==> config.mk <==
export PLATFORM = sky130hd
export DESIGN_NAME = pgr_rst_seq
export DESIGN_NICKNAME = d
export VERILOG_FILES = /design/src/rtl/pgr_rst_seq.sv
export SDC_FILE = /design/constraint.sdc
export NUM_CORES = 1
export LEC_CHECK = 0
export ABC_AREA = 1
export CAP_MARGIN = 20
export CORE_ASPECT_RATIO = 0.75
export CORE_MARGIN = 10
export CORE_UTILIZATION = 60
export CTS_BUF_LIST = sky130_fd_sc_hd__clkbuf_4
export CTS_CLUSTER_SIZE = 14
export DETAILED_ROUTE_END_ITERATION = 8
export PLACE_DENSITY_LB_ADDON = 0.1
export SLEW_MARGIN = 5
export SYNTH_ARGS = -nofsm -noshare
export SYNTH_HDL_FRONTEND = slang
export SYNTH_SLANG_ARGS = --single-unit
==> constraint.sdc <==
create_clock -name sys_clk -period 5.2 [get_ports sys_clk]
set_clock_uncertainty 0.15 [all_clocks]
set_input_delay 1.3 -clock sys_clk [delete_from_list [all_inputs] [get_ports sys_clk]]
set_output_delay 1.3 -clock sys_clk [all_outputs]
set_load 0.01 [all_outputs]
==> src/rtl/pgr_rst_seq.sv <==
// Multi-channel reset sequencer: synchronises and filters an external reset and a PLL
// lock, holds for a programmable time, then releases CH_NUM active-low resets in
// ascending index order, STAGE_LEN cycles apart. Any loss of reset/lock or a soft
// reset request past the filter stage aborts the sequence and bumps a saturating counter.
module pgr_rst_seq #(
    parameter int unsigned CH_NUM      = 4,
    parameter int unsigned FILT_WIDTH  = 4,
    parameter int unsigned HOLD_WIDTH  = 18,
    parameter int unsigned STAGE_LEN   = 256,
    parameter bit          SIM_SPEEDUP = 1'b0
) (
    input  logic              sys_clk,
    input  logic              sys_rst,
    input  logic              ext_rst_n,
    input  logic              lock_in,
    input  logic              soft_rst,
    output logic [CH_NUM-1:0] rst_n_out,
    output logic              seq_done,
    output logic [7:0]        abort_cnt
);

    localparam int unsigned FILT_LEN = 2 ** FILT_WIDTH;
    localparam int unsigned HOLD_LEN = SIM_SPEEDUP ? 8 : 2 ** HOLD_WIDTH;
    localparam int unsigned STG_LEN  = SIM_SPEEDUP ? 2 : STAGE_LEN;
    localparam int unsigned STG_W    = $clog2(STG_LEN + 1);

    localparam logic [FILT_WIDTH:0] FILT_MAX = (FILT_WIDTH + 1)'(FILT_LEN - 1);
    localparam logic [HOLD_WIDTH:0] HOLD_MAX = (HOLD_WIDTH + 1)'(HOLD_LEN - 1);
    localparam logic [STG_W-1:0]    STG_MAX  = STG_W'(STG_LEN - 1);

    typedef enum logic [2:0] {
        StIdle,
        StFilter,
        StHold,
        StRelease,
        StDone
    } state_t;

    state_t              state_q, state_d;
    logic                ext_m, ext_s, lock_m, lock_s;
    logic [FILT_WIDTH:0] filt_q, filt_d;
    logic [HOLD_WIDTH:0] hold_q, hold_d;
    logic [STG_W-1:0]    stg_q, stg_d;
    logic [CH_NUM-1:0]   rst_q, rst_d, rel_next;
    logic                done_q, done_d;
    logic [7:0]          abort_q, abort_d;
    logic                ok;
    logic                abort;

    // Two-flop synchronisers for the asynchronous pins.
    always_ff @(posedge sys_clk or posedge sys_rst) begin
        if (sys_rst) begin
            ext_m  <= 1'b0;
            ext_s  <= 1'b0;
            lock_m <= 1'b0;
            lock_s <= 1'b0;
        end else begin
            ext_m  <= ext_rst_n;
            ext_s  <= ext_m;
            lock_m <= lock_in;
            lock_s <= lock_m;
        end
    end

    assign ok = ext_s & lock_s & ~soft_rst;

    // Channels only ever fill from index 0 upwards, so the next release pattern is a shift-in of one.
    assign rel_next = (rst_q << 1) | CH_NUM'(1);

    // Loss of ok is only an abort once the filter has passed.
    assign abort = ~ok & ((state_q == StHold) | (state_q == StRelease) | (state_q == StDone));

    // State, counters and output registers.
    always_ff @(posedge sys_clk or posedge sys_rst) begin
        if (sys_rst) begin
            state_q <= StIdle;
            filt_q  <= '0;
            hold_q  <= '0;
            stg_q   <= '0;
            rst_q   <= '0;
            done_q  <= 1'b0;
            abort_q <= '0;
        end else begin
            state_q <= state_d;
            filt_q  <= filt_d;
            hold_q  <= hold_d;
            stg_q   <= stg_d;
            rst_q   <= rst_d;
            done_q  <= done_d;
            abort_q <= abort_d;
        end
    end

    // Next-state logic; abort takes priority over any release in the same cycle.
    always_comb begin
        state_d = state_q;
        filt_d  = filt_q;
        hold_d  = hold_q;
        stg_d   = stg_q;
        rst_d   = rst_q;
        done_d  = done_q;
        abort_d = abort_q;
        if (abort) begin
            state_d = StIdle;
            filt_d  = '0;
            hold_d  = '0;
            stg_d   = '0;
            rst_d   = '0;
            done_d  = 1'b0;
            if (abort_q != 8'hFF) begin
                abort_d = abort_q + 8'd1;
            end
        end else begin
            unique case (state_q)
                StIdle: begin
                    if (ok) begin
                        state_d = StFilter;
                        filt_d  = '0;
                    end
                end
                StFilter: begin
                    if (!ok) begin
                        state_d = StIdle;
                        filt_d  = '0;
                    end else if (filt_q == FILT_MAX) begin
                        state_d = StHold;
                        filt_d  = '0;
                        hold_d  = '0;
                    end else begin
                        filt_d = filt_q + (FILT_WIDTH + 1)'(1);
                    end
                end
                StHold: begin
                    if (hold_q == HOLD_MAX) begin
                        hold_d  = '0;
                        stg_d   = '0;
                        rst_d   = rel_next;
                        state_d = rel_next[CH_NUM-1] ? StDone : StRelease;
                        done_d  = rel_next[CH_NUM-1];
                    end else begin
                        hold_d = hold_q + (HOLD_WIDTH + 1)'(1);
                    end
                end
                StRelease: begin
                    if (stg_q == STG_MAX) begin
                        stg_d   = '0;
                        rst_d   = rel_next;
                        state_d = rel_next[CH_NUM-1] ? StDone : StRelease;
                        done_d  = rel_next[CH_NUM-1];
                    end else begin
                        stg_d = stg_q + STG_W'(1);
                    end
                end
                StDone: begin
                    filt_d = '0;
                    hold_d = '0;
                    stg_d  = '0;
                end
                default: begin
                    state_d = StIdle;
                end
            endcase
        end
    end

    assign rst_n_out = rst_q;
    assign seq_done  = done_q;
    assign abort_cnt = abort_q;

endmodule
# == Yosys cells after proc, flatten, opt, wreduce, memory -nomap -nowiden ==
# Cells that the tools add are included.
# totals
out_inout_bits,13
reg_bits,53
input_bits,5
# classes
muxes,30
eq_ne,15
add_sub_neg,4
n_reduce_logical,11
n_bitwise,7
# op_table
op,n
19-bit two-way mux,4
19-bit one-hot mux with 3 select lines,1
9-bit two-way mux,3
9-bit one-hot mux with 3 select lines,1
3-bit two-way mux,7
5-bit two-way mux,4
"19-bit by 1-bit adder with 19-bit output, second input constant",1
"19-bit by 18-bit == test with 1-bit output, second input constant",1
3-bit one-hot mux with 5 select lines,1
5-bit one-hot mux with 3 select lines,1
4-bit two-way mux,3
4-bit nonzero test,3
"9-bit by 1-bit adder with 9-bit output, second input constant",1
"9-bit by 8-bit == test with 1-bit output, second input constant",1
"3-bit != test, second input constant",3
"8-bit by 1-bit adder with 8-bit output, second input constant",1
"8-bit != test, second input constant",1
4-bit one-hot mux with 2 select lines,1
"3-bit by 2-bit == test with 1-bit output, second input constant",2
"3-bit by 2-bit != test with 1-bit output, second input constant",2
2-bit AND reduction,3
3-bit AND reduction,2
"5-bit by 1-bit adder with 5-bit output, second input constant",1
"5-bit by 4-bit == test with 1-bit output, second input constant",1
12 further kinds,18

# == Depth between registers and ports, before layout ==
# Gate-level depths: netlist of run 1.
# depth
depth_word,6
ltp_mapped,11
depth_no_buf,10

# == Least setup slack after synthesis of run 1 ==
# No wires, ideal clock.
# synth_timing
kind,input-to-reg
startpoint,in soft_rst
endpoint,reg hold_q[17]
arrival_ns,2.240
setup_ns,0.114
required_time_ns,4.936
setup_slack_ns,2.696
stages,9
n_path_buf,1
cell_sequence,inv_1 -> nand3_4 -> nor2_1 -> nand2_1 -> nand3_2 -> buf_6 -> nand3_1 -> nand2_1 -> nor2_1
# synth_between
elab_chain_cells,6
word_cells_on_any_way,9
classes_between,eq/ne (2); mux (1); bitwise (4); reduce/logical (2)
# synth_rtl
element,line,text
start: declaration,16,"input logic soft_rst,"
1-bit inverter (*),65,assign ok = ext_s & lock_s & ~soft_rst;
1-bit AND (*),65,
1-bit inverter,71,assign abort = ~ok & ((state_q == StHold) | (state_q == StRelease) | (state_q == StDone));
1-bit AND,71,
3-bit != test (no source line) or 4-bit nonzero test (tied branches),--,
3-bit AND reduction (no source line),--,
end signal: assignment,86,hold_q <= hold_d;
end: declaration,42,"logic [HOLD_WIDTH:0] hold_q, hold_d;"
# Mark *: on every way between the ends. The rest lies on a longest branch, timed or not.
# A chain may end at the register's enable or synchronous reset.

# == Worst setup path after layout of run 1 ==
# layout_timing
startpoint,in soft_rst
endpoint,reg abort_q[2] (netlist: abort_cnt[2])
# layout_between
elab_chain_cells,5
# layout_rtl
element,line,text
1-bit inverter,65,
1-bit AND,65,
1-bit inverter,71,
1-bit AND,71,
2-bit AND reduction (no source line),--,
end signal: assignment,90,abort_q <= abort_d;
end: declaration,46,"logic [7:0] abort_q, abort_d;"
# Every way passes these cells.

==> results of run 1 <==
[synthesized netlist by cell type, drive strengths merged]
cell type	number	area, um^2
nand4	15	93.84
nand3b	1	7.510
dfrtp	52	1301
o21bai	1	7.510
inv	42	157.6
clkinv	1	3.750
ha	4	50.05
o211ai	1	7.510
nand3	42	250.2
or2	3	18.77
nor2	45	198.9
a31oi	1	6.260
o41ai	1	8.760
o21a	1	7.510
nor3	5	25.02
and2	1	6.260
xnor2	4	35.03
clkbuf	1	3.750
nand2	118	496.7
o31ai	2	15.01
a22o	1	8.760
o21ai	18	101.4
a21oi	11	55.05
buf	6	47.54
xor2	7	61.31
[layout make-up]
type,instances,area [um^2]
fill,421,1588
multi-input combinational,282,1461
timing repair buffer,18,190.2
tap,60,75.07
clock inverter,1,30.03
inverter,43,161.4
clock buffer,5,37.54
sequential,52,1301
[cell usage in the layout (no fill, tap or decap), drive strengths merged]
cell type        n
o31ai            2
nor2            45
a22o             1
dfrtp           52
nor3             5
inv             42
and2             1
a21oi           11
o41ai            1
o211ai           1
nand3b           1
xnor2            4
clkdlybuf4s50   17
nand3           42
clkbuf           5
nand2          118
bufinv           1
or2              3
xor2             7
a31oi            1
o21ai           18
ha               4
nand4           15
clkinv           1
o21a             1
buf              1
o21bai           1
[logic make-up (layout without fill, tap and decap cells)]
group                      count (synthesis)  after routing  synth area share
AOI/OAI and AO/OA                         37             37           0.07317
and+or+nand+nor                          230            230            0.3688
buffers and inverters                     50             67           0.07148
adders and majority gates                  4              4           0.01682
xor gates and xnor gates                  11             11           0.03238
DFF                                       52             52            0.4373
[path summary, 6_finish.rpt]
| kind | start | to | slack (ns) | depth (start not counted) |
|---|---|---|---|---|
| max | soft_rst | abort_cnt[2]$_DFFE_PP0P_ | 2.21 | 8 |
| min | lock_m$_DFF_PP0_ | lock_s$_DFF_PP0_ | 0.22 | 0 |
| max reg2reg | state_q[0]$_DFFE_PP0P_ | abort_cnt[2]$_DFFE_PP0P_ | 2.99 | 8 |
| min reg2reg | lock_m$_DFF_PP0_ | lock_s$_DFF_PP0_ | 0.22 | 0 |
| max in group asynchronous | sys_rst | hold_q[1]$_DFFE_PP0P_ | 3.39 | 3 |
| min in group asynchronous | sys_rst | rst_n_out[0]$_DFFE_PP0P_ | 1.01 | 2 |
[metal layers]
metal / vias to the layer above / wire (um) / track usage
met3: 6 / 520 / 0.05428
met2: 70 / 2688 / 0.2323
met1: 1233 / 3052 / 0.2363
met4: 0 / 52 / 0.03889
met5: - / 0 / 0
li1: 1278 / - / -
[sequential cells by signal (all words and copies together) (netlist names), 3 cells and up]
register / cells
hold_q: 19
stg_q: 9
abort_cnt: 8
filt_q: 5
rst_n_out: 4
state_q: 3
[power groups by stage]
stage          registers, mW  clock network [mW]  logic [mW]
2_1_floorplan          0.550                   0       0.260
3_3_place_gp           0.556                   0       0.363
3_5_place_dp           0.555                   0       0.369
4_1_cts                0.548               0.221       0.371
5_1_grt                0.559               0.234       0.428
6_report               0.550               0.216       0.372
==> run metrics, run 1 <==
clk root buf clkbuf_4; min-delay worst type reg2reg; Post-Syn Area per Cell 7.748 um^2; H-tree depth 2; synthesis-to-finish area growth 9.462%; startpoint types input port; CTS Buf Count 5; Pre-antenna DRT Iters 4; I/O Buffers 17; crit-path cells clkdlybuf4s50_1 -> inv_1 -> nand3_4 -> nand2_2 -> inv_1 -> nand2_1 -> nor2_1 -> xor2_1; CTS Hold Bufs 0; Vias 2587; slew margin rel. 0.6581; Placed Area 3169 um^2; dpl cells 454; clock sinks 52; worst setup margin 2.215 ns; Mapped Nets 393; worst slack at placement 1.821 ns; Pleak 1.607 nW; critical path arrival 3.14 ns; global-route wire length before repair 11010 um; synthesis-stage register bit count 52; drt total wl 6314 um; ant diodes 0; register area share after synthesis 0.4373; final setup vio count 0; synth warn 0; fin util 0.6723; CP dominant cell by count inv_1; Switching Fraction 0.3699; status completed; largest net degree at the start of global routing 53; hpwl dp 4651 um; drt drc 0; worst path bufs/invs 3; post-synthesis cell type count 37; row count 22; CP max FO 15; Critical Path RT 5.35 ns; fin crit period 2.985 ns; power share of the clock group 0.190; Starting Density 0.6142; IO Pins 18; Switching Power 0.4209 mW; Flop pwr share 0.483; Fin Hold WS 0.2178 ns; Routed Antenna Nets 0; CTS Buffer Depth 2; Peak VDD IR 233.1 uV; slowest stage delay, CP 0.45 ns; die width 101.3 um; Max Cap Violations 0; Pint 0.7169 mW; Crit-path slowest cell clkdlybuf4s50_1; die height 80.99 um; GP Congestion 0.8623; Pwr Total 1.138 mW; fmax 335.0 MHz; drt initial violations 185; fraction of layout cells with a size suffix above 1 0.09726; fin area 3257 um^2; crit path kind in2reg; final hold violations 0; total overflow reported by the global router 0; # nets final 411; Tcrit/Tclk final 0.5741; die area 8205 um^2; max-slew violation count 0; family with the most delay on the worst path buffers and inverters; Clock transition at path regs 0.14 ns; RSZ-0062 raised after global routing false; Synth Instances 384; Total Routing Usage GR 0.1642; post-CTS sizing 0; initial antenna violation count 0; vias in the first global route 2354; Cell Pwr Density 349.4 nW/um^2; Clk Latency, worst-skew pair 0.37 ns; Avg Vias per Cell 5.612; Non-Filler Instances 461; Post-CTS Setup Bufs 0; Syn Std Cell Area 2975 um^2; CTS tree done; DR WL/cell 13.70 um; setup_tns 0 ns; Gate power share 0.327; Worst Max-Slew Pin Slew 0.5089 ns; core area 4845 um^2; crit path capture type flop
Power figures use the tool's default switching activity.
==> run 2, diff against run 1 <==
Clock period 5.2 ns to 3.04 ns, I/O delays scaled along.
==> run 2 against run 1 <==
Flip-flop and latch count unchanged. Largest cell class unchanged. Register-to-register slack worse by 2.1 ns. Cell count up 0.87%. Sequential share of layout area about the same. Critical path type unchanged. Critical endpoint is now hold_q[7]$_DFFE_PP0P_. Highest routed layer unchanged. Die area unchanged. Global-route usage down 0.29 points. Via count down 2.0%. Cell area up 0.12%. Core utilization up 0.077 points. Total power up 67%. Sequential power up 70%. Worst hold slack better by 0.0018 ns.
==> run metrics, run 2 (same netlist as run 1, synthesis figures left out) <==
Peak VDD IR 456.2 uV (+96%); Routed Antenna Nets 0 (unchanged); die area 8205 um^2 (unchanged); drt total wl 6159 um (-2.5%); Critical Path RT 3.21 ns (-2.14 ns); fraction of layout cells with a size suffix above 1 0.1037 (+0.006447); Pre-antenna DRT Iters 4 (unchanged); min-delay worst type reg2reg; Clk Latency, worst-skew pair 0.38 ns (about the same); most common cell after layout, fill and taps aside nand2_1; Flop pwr share 0.494 (+0.011); Post-CTS Setup Bufs 0 (unchanged); die height 80.99 um (unchanged); initial antenna violation count 0 (unchanged); Reg2Reg Depth 9 (+1); RSZ-0062 raised after global routing false; Worst path depth 10 (+2); core area 4845 um^2 (unchanged); Gate power share 0.339 (+0.012); Worst Max-Slew Pin Slew 0.4642 ns (-0.04466 ns); CTS Buf Count 5 (unchanged); final setup vio count 0 (unchanged); max reg flops 19 (unchanged); Max Cap Violations 0 (unchanged); IO Pins 18 (unchanged); drt initial violations 173 (-6.5%); hpwl dp 4363 um (-6.2%); crit-path cells clkdlybuf4s50_1 -> inv_1 -> nand3_4 -> nor2_1 -> nand2_1 -> nand3_2 -> inv_2 -> nor2_1 -> nor2_1 -> nor2_1; multi-input logic area 1461 um^2 (unchanged); ant diodes 0 (unchanged); # nets final 413 (+0.49%); crit path kind in2reg; Sequential Area 1301 um^2 (unchanged); post-CTS sizing 0 (unchanged); clock sinks 52 (unchanged); Vias 2534 (-2.0%); synthesis-to-finish area growth 9.588%; CP dominant cell by count nor2_1; drt drc 0 (unchanged); slowest stage delay, CP 0.39 ns (-0.06 ns); die width 101.3 um (unchanged); CTS Buffer Depth 2 (unchanged); vias in the first global route 2366 (+0.51%); GP Congestion 0.8408 (-2.5%); number of cells on the worst hold path 0 (unchanged); Pwr Total 1.895 mW (+67%); CTS tree done; power share of the clock group 0.167 (-0.023); clk root buf clkbuf_4; worst setup margin 0.6756 ns (-1.539 ns); crit path capture type flop; Total Routing Usage GR 0.1613 (-0.002893); fmax 422.9 MHz; DR WL/cell 13.25 um (-3.3%); fin crit period 2.364 ns; row count 22 (unchanged); largest net degree at the start of global routing 53 (unchanged); fillers 427 (+1.4%); critical path arrival 2.53 ns (-0.61 ns); CP max FO 24 (+9); setup_tns 0 ns (unchanged); global-route wire length before repair 10950 um (-0.50%); family with the most delay on the worst path simple AND/OR/NAND/NOR gates; max-slew violation count 0 (unchanged); register with the most flip-flops hold_q; Switching Power 0.7392 mW (+76%); Pint 1.156 mW (+61%); most frequent cells in the layout nand2_1, dfrtp_1, inv_1, nor2_1, nand3_1; worst slack at placement 0.2831 ns (-1.538 ns); Pleak 1.604 nW (-0.17%); status completed; Avg Vias per Cell 5.449 (-2.9%); Cell Pwr Density 581.3 nW/um^2 (+66%); final hold violations 0 (unchanged); total overflow reported by the global router 0 (unchanged); Starting Density 0.6142 (unchanged); Tcrit/Tclk final 0.7778; Clock transition at path regs 0.17 ns (+0.03 ns); Switching Fraction 0.3900 (+0.02014); CTS Hold Bufs 0 (unchanged); startpoint types input port; I/O Buffers 17 (unchanged); Crit-path slowest cell clkdlybuf4s50_1; H-tree depth 2 (unchanged); slew margin rel. 0.6902 (+0.03203); worst path bufs/invs 3 (unchanged)
run 2: cell types whose count changed in the layout (fill, tap and decap cells not counted):
cell / delta
buf_4: +2
bufinv_16: -1
clkinv_1: +1
clkinvlp_4: +2
run 2: worst register-to-register path, stage by stage, from the launching register on:
cell and delay [ns]:
dfrtp_1 0.47, ha_1 0.29, nand2_2 0.12, nor2_4 0.12
and2_1 0.32, nand3_4 0.19, nand2_8 0.15, nand2_2 0.12
nand2_1 0.11, nor2_1 0.04
run 2: cell type report:
cell class | count | share of cell area
Multi-Input combinational cell | 282 | 0.4482
Clock inverter | 3 | 0.005756
Inverter | 43 | 0.04950
Tap cell | 60 | 0.02302
Sequential cell | 52 | 0.3991
Clock buffer | 5 | 0.01151
Timing Repair Buffer | 20 | 0.06293
run 2: worst paths after layout:
check                      slack [ns]                      to                   from
setup reg to reg                 0.89  hold_q[15]$_DFFE_PP0P_  hold_q[0]$_DFFE_PP0P_
max in group asynchronous        1.91  hold_q[16]$_DFFE_PP0P_                sys_rst
hold reg to reg                  0.22        lock_s$_DFF_PP0_       lock_m$_DFF_PP0_
setup / recovery                 0.68   hold_q[7]$_DFFE_PP0P_               soft_rst
hold / removal                   0.22        lock_s$_DFF_PP0_       lock_m$_DFF_PP0_
min in group asynchronous        0.58    stg_q[1]$_DFFE_PP0P_                sys_rst
run 2: per-layer routing:
| layer | up-vias | global-route usage | wire length [um] |
|---|---|---|---|
| li1 | 1278 | - | - |
| met1 | 1181 | 0.2310 | 2978 |
| met2 | 66 | 0.2304 | 2635 |
| met3 | 9 | 0.04835 | 482 |
| met4 | 0 | 0.04444 | 62 |
| met5 | - | 0 | 0 |
run 2: through the flow:
step                        util  hold slack [ns]  area (um^2)  std cells
final                     0.6730           0.2196         3261        465
after global routing      0.6730           0.2314         3261        465
after CTS                 0.6730           0.2220         3261        465
after detailed placement  0.6614           0.1858         3204        457
after global placement    0.6614           0.1821         3204        457
after floorplan                -           0.1812         2975        384
run 2: power groups by stage:
stage	Sequential [mW]	Clock, mW	Combinational (mW)
2_1_floorplan	0.941	0	0.444
3_3_place_gp	0.946	0	0.631
3_5_place_dp	0.946	0	0.645
4_1_cts	0.934	0.325	0.647
5_1_grt	0.957	0.352	0.732
6_report	0.937	0.316	0.642
